$ cat config.mk
export PLATFORM = sky130hd
export DESIGN_NAME = level1v_decode_flat
export DESIGN_NICKNAME = d
export VERILOG_FILES = /design/src/rtl/level1v_decode_if.sv /design/src/rtl/level1v_decode.sv /design/src/flat_wrapper.sv
export SDC_FILE = /design/constraint.sdc
export NUM_CORES = 1
export LEC_CHECK = 0
export ABC_AREA = 1
export CORE_MARGIN = 10
export CORE_UTILIZATION = 40
export CTS_CLUSTER_DIAMETER = 40
export DETAILED_ROUTE_END_ITERATION = 10
export GPL_TIMING_DRIVEN = 0
export SKIP_CTS_REPAIR_TIMING = 1
export SLEW_MARGIN = 20
export SYNTH_ARGS = -nofsm -noshare
export SYNTH_HDL_FRONTEND = slang
export SYNTH_SLANG_ARGS = --single-unit
$ cat constraint.sdc
create_clock -name clk -period 3.27 [get_ports clk]
set_clock_uncertainty 0.2 [all_clocks]
set_input_delay 0.327 -clock clk [delete_from_list [all_inputs] [get_ports clk]]
set_output_delay 0.327 -clock clk [all_outputs]
set_load 0.005 [all_outputs]
$ cat src/rtl/level1v_decode_if.sv
// Request/result bundle for level1v_decode. Handshake: a request transfers on a rising
// edge where start && ready; done is a one-cycle pulse marking fresh result outputs.
interface level1v_decode_if #(parameter int VBITS = 6);
  logic             start;
  logic [31:0]      level;
  logic             ready;
  logic             done;
  logic [VBITS-1:0] value;
  logic [12:0]      remainder;
  logic             under;
  logic             over;
  logic [1:0]       dbg_state;

  modport master (
    output start, level,
    input  ready, done, value, remainder, under, over, dbg_state
  );

  modport slave (
    input  start, level,
    output ready, done, value, remainder, under, over, dbg_state
  );
endinterface

$ cat src/rtl/level1v_decode.sv
// Recovers the 10 uV offset index above 1 V from a level word by restoring division.
// Define LEVEL1V_DECODE_ROUND_EN to round the index to nearest instead of truncating.
module level1v_decode #(
  parameter logic [31:0] BASE  = 32'd429359290,
  parameter int          STEP  = 4295,
  parameter int          VBITS = 6
) (
  input logic             clk,
  input logic             rst_n,
  level1v_decode_if.slave bus
);
  // Working remainder stays below STEP<<VBITS once the range check has passed.
  localparam int RW = 13 + VBITS;
  localparam int IW = (VBITS > 1) ? $clog2(VBITS) : 1;
  localparam logic [32:0]      LIMIT   = 33'(STEP) << VBITS;
  localparam logic [RW-1:0]    STEP_RW = RW'(STEP);
  localparam logic [VBITS-1:0] VMAX    = '1;
`ifdef LEVEL1V_DECODE_ROUND_EN
  localparam logic [RW-1:0]    HALF    = RW'((STEP + 1) / 2);
`endif

  typedef enum logic [1:0] {IDLE = 2'd0, CHECK = 2'd1, DIV = 2'd2} state_t;

  state_t           state, state_n;
  logic [31:0]      lvl, lvl_n;
  logic [RW-1:0]    r, r_n;
  logic [VBITS-1:0] q, q_n;
  logic [IW-1:0]    i, i_n;
  logic [VBITS-1:0] value_q, value_n;
  logic [12:0]      rem_q, rem_n;
  logic             under_q, under_n;
  logic             over_q, over_n;
  logic             done_q, done_n;

  logic [32:0]      diff;
  logic [RW-1:0]    trial;
  logic [RW-1:0]    r_upd;
  logic [VBITS-1:0] q_upd;

  always_ff @(posedge clk or negedge rst_n) begin
    if (!rst_n) begin
      state   <= IDLE;
      lvl     <= '0;
      r       <= '0;
      q       <= '0;
      i       <= '0;
      value_q <= '0;
      rem_q   <= '0;
      under_q <= 1'b0;
      over_q  <= 1'b0;
      done_q  <= 1'b0;
    end else begin
      state   <= state_n;
      lvl     <= lvl_n;
      r       <= r_n;
      q       <= q_n;
      i       <= i_n;
      value_q <= value_n;
      rem_q   <= rem_n;
      under_q <= under_n;
      over_q  <= over_n;
      done_q  <= done_n;
    end
  end

  always_comb begin
    state_n = state;
    lvl_n   = lvl;
    r_n     = r;
    q_n     = q;
    i_n     = i;
    value_n = value_q;
    rem_n   = rem_q;
    under_n = under_q;
    over_n  = over_q;
    done_n  = 1'b0;
    diff    = {1'b0, lvl} - {1'b0, BASE};
    trial   = STEP_RW << i;
    r_upd   = r;
    q_upd   = q;

    case (state)
      IDLE: begin
        if (bus.start) begin
          lvl_n   = bus.level;
          state_n = CHECK;
        end
      end
      CHECK: begin
        if (diff[32]) begin
          under_n = 1'b1;
          over_n  = 1'b0;
          value_n = '0;
          rem_n   = '0;
          done_n  = 1'b1;
          state_n = IDLE;
        end else if (diff >= LIMIT) begin
          under_n = 1'b0;
          over_n  = 1'b1;
          value_n = VMAX;
          rem_n   = '0;
          done_n  = 1'b1;
          state_n = IDLE;
        end else begin
          r_n     = diff[RW-1:0];
          q_n     = '0;
          i_n     = IW'(VBITS - 1);
          state_n = DIV;
        end
      end
      DIV: begin
        if (r >= trial) begin
          r_upd = r - trial;
          q_upd = q | (VBITS'(1) << i);
        end
        r_n = r_upd;
        q_n = q_upd;
        if (i == '0) begin
          value_n = q_upd;
`ifdef LEVEL1V_DECODE_ROUND_EN
          // Round up on the upper half of a step, but never past the top code.
          if (r_upd >= HALF && q_upd != VMAX)
            value_n = q_upd + VBITS'(1);
`endif
          rem_n   = r_upd[12:0];
          under_n = 1'b0;
          over_n  = 1'b0;
          done_n  = 1'b1;
          state_n = IDLE;
        end else begin
          i_n = i - IW'(1);
        end
      end
      default: state_n = IDLE;
    endcase
  end

  assign bus.ready     = (state == IDLE);
  assign bus.done      = done_q;
  assign bus.value     = value_q;
  assign bus.remainder = rem_q;
  assign bus.under     = under_q;
  assign bus.over      = over_q;
  assign bus.dbg_state = state;
endmodule

$ cat src/flat_wrapper.sv
// flat-port wrapper written by rule: the top's interface ports become plain ports
module level1v_decode_flat 
#(
  parameter logic [31:0] BASE  = 32'd429359290,
  parameter int          STEP  = 4295,
  parameter int          VBITS = 6
)
  (clk, rst_n, bus_start, bus_level, bus_ready, bus_done, bus_value, bus_remainder, bus_under, bus_over, bus_dbg_state);
  level1v_decode_if #(.VBITS(VBITS)) bus_i ();
  input logic clk;
  input logic rst_n;
  input wire logic [$bits(bus_i.start)-1:0] bus_start;
  input wire logic [$bits(bus_i.level)-1:0] bus_level;
  output wire logic [$bits(bus_i.ready)-1:0] bus_ready;
  output wire logic [$bits(bus_i.done)-1:0] bus_done;
  output wire logic [$bits(bus_i.value)-1:0] bus_value;
  output wire logic [$bits(bus_i.remainder)-1:0] bus_remainder;
  output wire logic [$bits(bus_i.under)-1:0] bus_under;
  output wire logic [$bits(bus_i.over)-1:0] bus_over;
  output wire logic [$bits(bus_i.dbg_state)-1:0] bus_dbg_state;
  assign bus_i.start = bus_start;
  assign bus_i.level = bus_level;
  assign bus_ready = bus_i.ready;
  assign bus_done = bus_i.done;
  assign bus_value = bus_i.value;
  assign bus_remainder = bus_i.remainder;
  assign bus_under = bus_i.under;
  assign bus_over = bus_i.over;
  assign bus_dbg_state = bus_i.dbg_state;
  level1v_decode #(.BASE(BASE), .STEP(STEP), .VBITS(VBITS)) u_core (.clk(clk), .rst_n(rst_n), .bus(bus_i));
endmodule
==> results.py <==
metrics = {
    "yosys": {
        "synth_simple_gate_area_share_pct": 38.2,
        "synth_top_area_share_pct": 33.4,
        "synth_top_family_by_area": "simple AND/OR/NAND/NOR gates",
        "synth-main-ff-cell": "dfrtp_1",
        "synth_edf_count": 0,
        "synth_xor_xnor_area_share_pct": 2.78,
        "yosysTopAreaCell": "dfrtp_1",
        "mappedNetlistNets": 992,
        "yosys_warnings": 0,
        "async_flop_share_pct": 100,
        "synth_most_common_cell": "nand2_1",
        "avgSynthCellArea_um2": 6.80,
        "synth-compound-area-share_pct": 11.2,
        "synthMuxAreaShare_pct": 0.895,
        "post_synth_instance_area_um2": 6290,
        "ys_ff_latch": 84,
        "yosys.area_share.adder_pct": 6.28,
        "netlist_instances": 926,
        "synth_cell_type_count": 41,
        "synth_area_leaders": "dfrtp_1 (33%), nand2_1 (18%), nor2_1 (6.7%), ha_1 (6.0%), nand3_1 (4.9%)",
        "netlist_top_cells_count": "nand2_1 (304), nor2_1 (112), dfrtp_1 (84)",
        "synth-seq-area-share_pct": 33.4,
    },
    "flow_run": {
        "maxCapViolCount": 0,
    },
    "critical_path": {
        "crit_top_cell": "nand2_1",
        "cp_num_cells": 17,
        "worstPathArrival_ns": 3.34,
        "cp_max_fo": 10,
        "cp_data_required_time_ns": 3.37,
        "path_class": "flip-flop to flip-flop",
        "crit_path_end_kind": "flip-flop",
        "r2r_cells": 17,
        "path_cells": "inv_2, ha_4, ha_2, nor2_1, ha_1, a21oi_2, a21boi_4, nand2_1, nand2_1, nand4_1, buf_6, nor2_4, buf_6, nand2_1, o21ai_4, nand4_1, nand2_1",
        "crit_path_start_kind": "flip-flop",
        "cp_slowest_cell": "dfrtp_2",
        "path_buf_inv": 3,
        "crit_family": "simple AND/OR/NAND/NOR gates",
        "critical_path.max_stage_delay_ns": 0.46,
    },
    "floorplan": {
        "coreArea_um2": 15300,
        "die_w_um": 145,
        "ios": 60,
        "dieArea_um2": 21200,
        "rows": 45,
        "die_y_um": 145,
        "start_util_pct": 41.1,
    },
    "detailed_routing": {
        "viasPerCell": 5.18,
        "wl_met2_mm": 9.29,
        "firstDrtPassIters": 6,
        "drtIter0Drc": 431,
        "routed.top_layer": "met4",
        "wl_met3_um": 702,
        "wire_per_inst_um": 16.2,
        "antenna_left": 0,
        "wirelength_mm": 19.9,
        "vias": 6355,
        "wl_met1_mm": 9.19,
        "drc": 0,
    },
    "clock_tree": {
        "cts_num_sinks": 84,
        "clock_latency_ns": 0.36,
        "cts_buffers": 9,
        "htreeDepth": 3,
        "cts_tree": "built",
        "clockBufferDepth": 2,
        "clock-root-buffer": "clkbuf_16",
        "clkTransAtPathRegs_ns": 0.08,
    },
    "sta": {
        "setup-tns-final_ns": 0,
        "fin_crit_ns": 3.24,
        "setup_violations": 0,
        "rsz0062_at_grt": "true",
        "relSlewSlack_pct": 55.1,
        "worstMarginPinSlew_ns": 0.673,
        "fin_crit_sh_pct": 99.0,
        "slew_violations": 0,
        "clock.fmax_mhz": 309,
        "hold_viol": 0,
    },
    "global_route": {
        "track_usage_pct": 18.1,
        "grt_overflow": 0,
        "grt_first_pass_wirelength_mm": 31.5,
        "grt_pass1_vias": 6012,
        "antenna_found_initial": 0,
        "grt_max_degree": 44,
    },
    "placed_design": {
        "gp_congestion": 0.952,
        "dp_hpwl_mm": 15.6,
        "port_buffers": 59,
    },
    "pwr": {
        "power.switching_mw": 5.37,
        "seq_power_share_pct": 19.2,
        "pwr-share-comb_pct": 70.1,
        "internal_power_mw": 4.94,
        "ir_worst_vdd_mv": 0.420,
        "p_sw_share_pct": 52.1,
        "pwr-share-clk_pct": 10.7,
        "power.leakage_nw": 3.78,
        "p_per_area_nw_per_um2": 1300,
    },
    "layout": {
        "areaGrowthSynthToFinish_pct": 26.0,
        "fillCellCount": 1562,
        "seq_area_um2": 2110,
        "finish.utilization_pct": 51.8,
        "diodes": 0,
        "drive_gt1_share_pct": 14.2,
        "multi_input_area_um2": 4000,
        "nets": 1078,
    },
    "worst_hold_path": {
        "whs_path_depth": 2,
        "hold_path.class": "flip-flop to flip-flop",
    },
    "run_status": {
        "status": "finished, final reports clean",
    },
}
placed cells by master (no fill, tap or decap), types with 5 or more instances in the layout:
cell type / count
nand2_1: 298
nor2_1: 109
dfrtp_1: 81
inv_1: 75
nand3_1: 61
clkdlybuf4s50_1: 58
a21oi_1: 45
nand4_1: 37
o21ai_2: 23
ha_1: 22
o21ai_0: 18
clkbuf_1: 15
buf_4: 15
xnor2_1: 12
a21oi_2: 11
clkbuf_16: 10
nor2_2: 9
nand2_2: 9
xor2_1: 8
buf_6: 6
inv_2: 5
nor3_1: 5
nand3b_1: 5
mux2_2: 5
ha_2: 5
kinds of logic after synthesis:
group,count (synthesis)
buf+inv,111
flops,84
compound gates,123
fa+ha+maj,31
mux,5
xor+xnor,20
simple gates,552
worst paths after layout:
kind | from | end | slack [ns]
max in group asynchronous | rst_n | u_core.i[2]$_DFFE_PN0P_ | 1.92
min | u_core.bus.remainder[8]$_DFFE_PN0P_ | u_core.bus.remainder[8]$_DFFE_PN0P_ | 0.27
min reg2reg | u_core.bus.remainder[8]$_DFFE_PN0P_ | u_core.bus.remainder[8]$_DFFE_PN0P_ | 0.27
min in group asynchronous | rst_n | u_core.q[0]$_DFFE_PN0P_ | 0.32
max | u_core.i[1]$_DFFE_PN0P_ | u_core.bus.remainder[7]$_DFFE_PN0P_ | 0.03
max reg2reg | u_core.i[1]$_DFFE_PN0P_ | u_core.bus.remainder[7]$_DFFE_PN0P_ | 0.03
worst reg2reg max path, stage by stage, from the launching register on:
cell,delay [ns]
dfrtp_2,0.46
inv_2,0.11
ha_4,0.17
ha_2,0.20
nor2_1,0.06
ha_1,0.37
a21oi_2,0.19
a21boi_4,0.21
nand2_1,0.07
nand2_1,0.05
nand4_1,0.11
buf_6,0.17
nor2_4,0.19
buf_6,0.16
nand2_1,0.09
o21ai_4,0.12
nand4_1,0.16
nand2_1,0.09
power by group through the flow:
stage	Clock (mW)	Combinational [mW]	Sequential [mW]
6_report	1.10	7.23	1.98
5_1_grt	1.16	7.97	2.05
4_1_cts	1.12	6.14	1.96
3_5_place_dp	0	6.09	1.97
3_3_place_gp	0	6.10	1.97
2_1_floorplan	0	4.40	1.87
state kept, by name, summed over array words and instances (netlist names):
signal / count
u_core.lvl: 32
u_core.r: 19
u_core.bus.remainder: 13
u_core.bus.value: 6
u_core.q: 6
u_core.i: 3
u_core.bus.dbg_state: 2
u_core.bus.done: 1
u_core.bus.over: 1
u_core.bus.under: 1
cell type report:
class / instances / share of cell area [%]
Sequential cell: 84 / 26.6
Timing Repair Buffer: 75 / 9.53
Buffer: 27 / 2.10
Clock inverter: 7 / 1.12
Tap cell: 211 / 3.33
Clock buffer: 9 / 2.84
Multi-Input combinational cell: 732 / 50.5
Inverter: 83 / 4.04
routing by layer:
| layer | global-route usage [%] | up-vias |
|---|---|---|
| met5 | 0 | - |
| met4 | 6.27 | 0 |
| met3 | 2.95 | 42 |
| met2 | 30.1 | 157 |
| met1 | 23.3 | 2949 |
| li1 | - | 3207 |
per-stage QoR:
stage	power, mW	hold slack (ns)	instances	setup WS [ns]	cell area (µm²)
after floorplan	6.27	-0.169	926	0.252	6290
after global placement	8.08	0.255	1196	-1.59	7150
after detailed placement	8.06	0.168	1197	-0.714	7170
after CTS	9.21	-0.213	1213	-0.738	7490
after global routing	11.2	0.294	1228	-0.0951	7930
final	10.3	0.270	1228	0.0322	7930
Note: power is estimated with default switching activity, not from simulation.
==> patch, RTL diff (config.mk and constraints unchanged) <==
Make the reset (`rst_n`) synchronous in one clocked block.
--- a/src/rtl/level1v_decode.sv
+++ b/src/rtl/level1v_decode.sv
@@ -37,7 +37,7 @@
   logic [RW-1:0]    r_upd;
   logic [VBITS-1:0] q_upd;
 
-  always_ff @(posedge clk or negedge rst_n) begin
+  always_ff @(posedge clk) begin
     if (!rst_n) begin
       state   <= IDLE;
       lvl     <= '0;
Formal check against the unedited RTL: differs if rst_n is asserted again (counterexample within 4 cycles, from zero or initial values and one cycle with rst_n low); with rst_n held inactive, the same outputs for 4 cycles.
==> patch against the unedited design <==
Highest routed layer unchanged; routed wire length shrank 4.5%; largest cell class unchanged; die area shrank 3.1%; critical path depth grew 2; critical endpoint is now u_core.r[1]; area after synthesis shrank 3.5%; first-iteration DRC count grew 3.5%; cell area shrank 5.7%; worst setup slack gained 0.15 ns; synthesized cell count grew 9.7%; cell count grew 4.5%; sequential cell count is the same.
Power is not compared: it rests on default switching activity, and its combinational part moved more than twofold at a synthesized area within 25%.
==> patch: results (changes against the unedited design) <==
The run finished with clean final reports. The flip-flop count of the largest register, all copies and words added is 32 (unchanged). The pin count of the biggest net entering global routing is 17 (-61%). The number of violations reported at the end of detailed-routing iteration 0 came out at 446 (+3.5%). The global routing met3 resource utilization came to 2.653% (-0.30 points).

The overall routed net length came out at 18960 µm (-4.5%). The share of flip-flops with an asynchronous set or reset is 0% (-100 points). The depth of the worst register-to-register path came to 19 (+2).

The internal cell power is 2.688 mW. Counting instances in the post-synthesis netlist gives the leading cell types as sky130_fd_sc_hd__nand2_1 (285), sky130_fd_sc_hd__nor2_1 (160), sky130_fd_sc_hd__inv_1 (121). The worst hold-check slack came out at 0.1943 ns (-0.07540 ns).

In this run the worst setup path terminates at u_core.r[1]. The top flip-flop cell by instance count after synthesis is sky130_fd_sc_hd__dfxtp_1. The wire length on met2 is 8947 µm (-3.7%).

Ranked by total cell area, the synthesized netlist is headed by sky130_fd_sc_hd__dfxtp_1 (28%), sky130_fd_sc_hd__nand2_1 (18%), sky130_fd_sc_hd__nor2_1 (9.9%). The worst hold path depth is 3 (+1). The count of unique library cells instantiated by Yosys is 42 (+2.4%). The length of routed wiring on met1 came out at 8973 µm (-2.4%). The worst-margin pin slew is 0.6614 ns (-0.01179 ns). The via count of the first global-routing pass came out at 6071 (+0.98%).

The slowest stage of the critical path is the sky130_fd_sc_hd__dfxtp_4 cell. The global-route wire length before repair is 30300 µm (-3.8%). The via total after detailed routing is 6471 (+1.8%).

The sum of met3 wire segment lengths after detailed routing was 807 µm (+15%). The count of buffers from port buffering is 58 (-1.7%). The detailed-router iteration count before antenna repair is 5 (-1). The number of cells produced by synthesis came out at 1016 (+9.7%). The final HPWL from detailed placement came out at 15400 µm (-1.2%).

The maximum single-stage delay on the critical path came out at 0.36 ns (-0.10 ns). The layout cell share with drive strength beyond 1 came out at 10.01% (-4.2 points). The count of placed standard cells including taps was 1258 (+5.1%). The post-layout worst setup margin came to 0.1855 ns (+0.1533 ns). The start point of the worst min-delay path is rst_n. The Yosys warning count came out at 0 (unchanged).

The min-delay analysis places its worst path in the category input pin to register. The post-synthesis net count was 1082 (+9.1%). The worst register-to-register path begins at u_core.i[0].

The critical path data arrival time came out at 3.16 ns (-0.18 ns). The final antenna diode count is 0 (unchanged). The net count reported at finish was 1160 (+7.6%). The met1 track utilization from global routing came out at 23.64% (+0.31 points). The final estimated routing congestion in global placement came to 0.9495 (-0.26%).

The worst setup slack before clock tree synthesis is -0.6746 ns (+0.03957 ns). The met2 track demand over resource in global routing came out at 30.92% (+0.84 points). The global-route total usage across every layer came out at 18.37% (+0.23 points).
-- patch: changes by cell type in the layout (fill, tap and decap cells not counted), sizes merged, moves of 21 or more --
| cell | delta |
|---|---|
| dfrtp | -84 |
| dfxtp | +84 |
| nor2 | +43 |
| inv | +40 |
| nand4 | -30 |
| o21ai | +26 |
| nand2 | -21 |
-- patch: final cells by class --
class                           instances  area (µm²)
Fill cell                            1568        7222
Multi-Input combinational cell        776        3973
Sequential cell                        84        1690
Timing Repair Buffer                   67       651.9
Inverter                              124       467.9
Tap cell                              184       230.2
Clock buffer                            9       225.2
Buffer                                 32       181.4
Clock inverter                          7       57.56
-- patch: kinds of logic (layout without fill, tap and decap cells) --
logic type               Yosys count  in the layout  share of synthesized area (%)
AO/OA/AOI/OAI                    165            165                          14.32
XOR/XNOR                          22             22                          3.174
adder cells (fa/ha/maj)           31             31                          6.513
buffers and inverters            156            239                          10.16
flip-flops                        84             84                          27.70
AND/OR/NAND/NOR                  558            558                          38.13
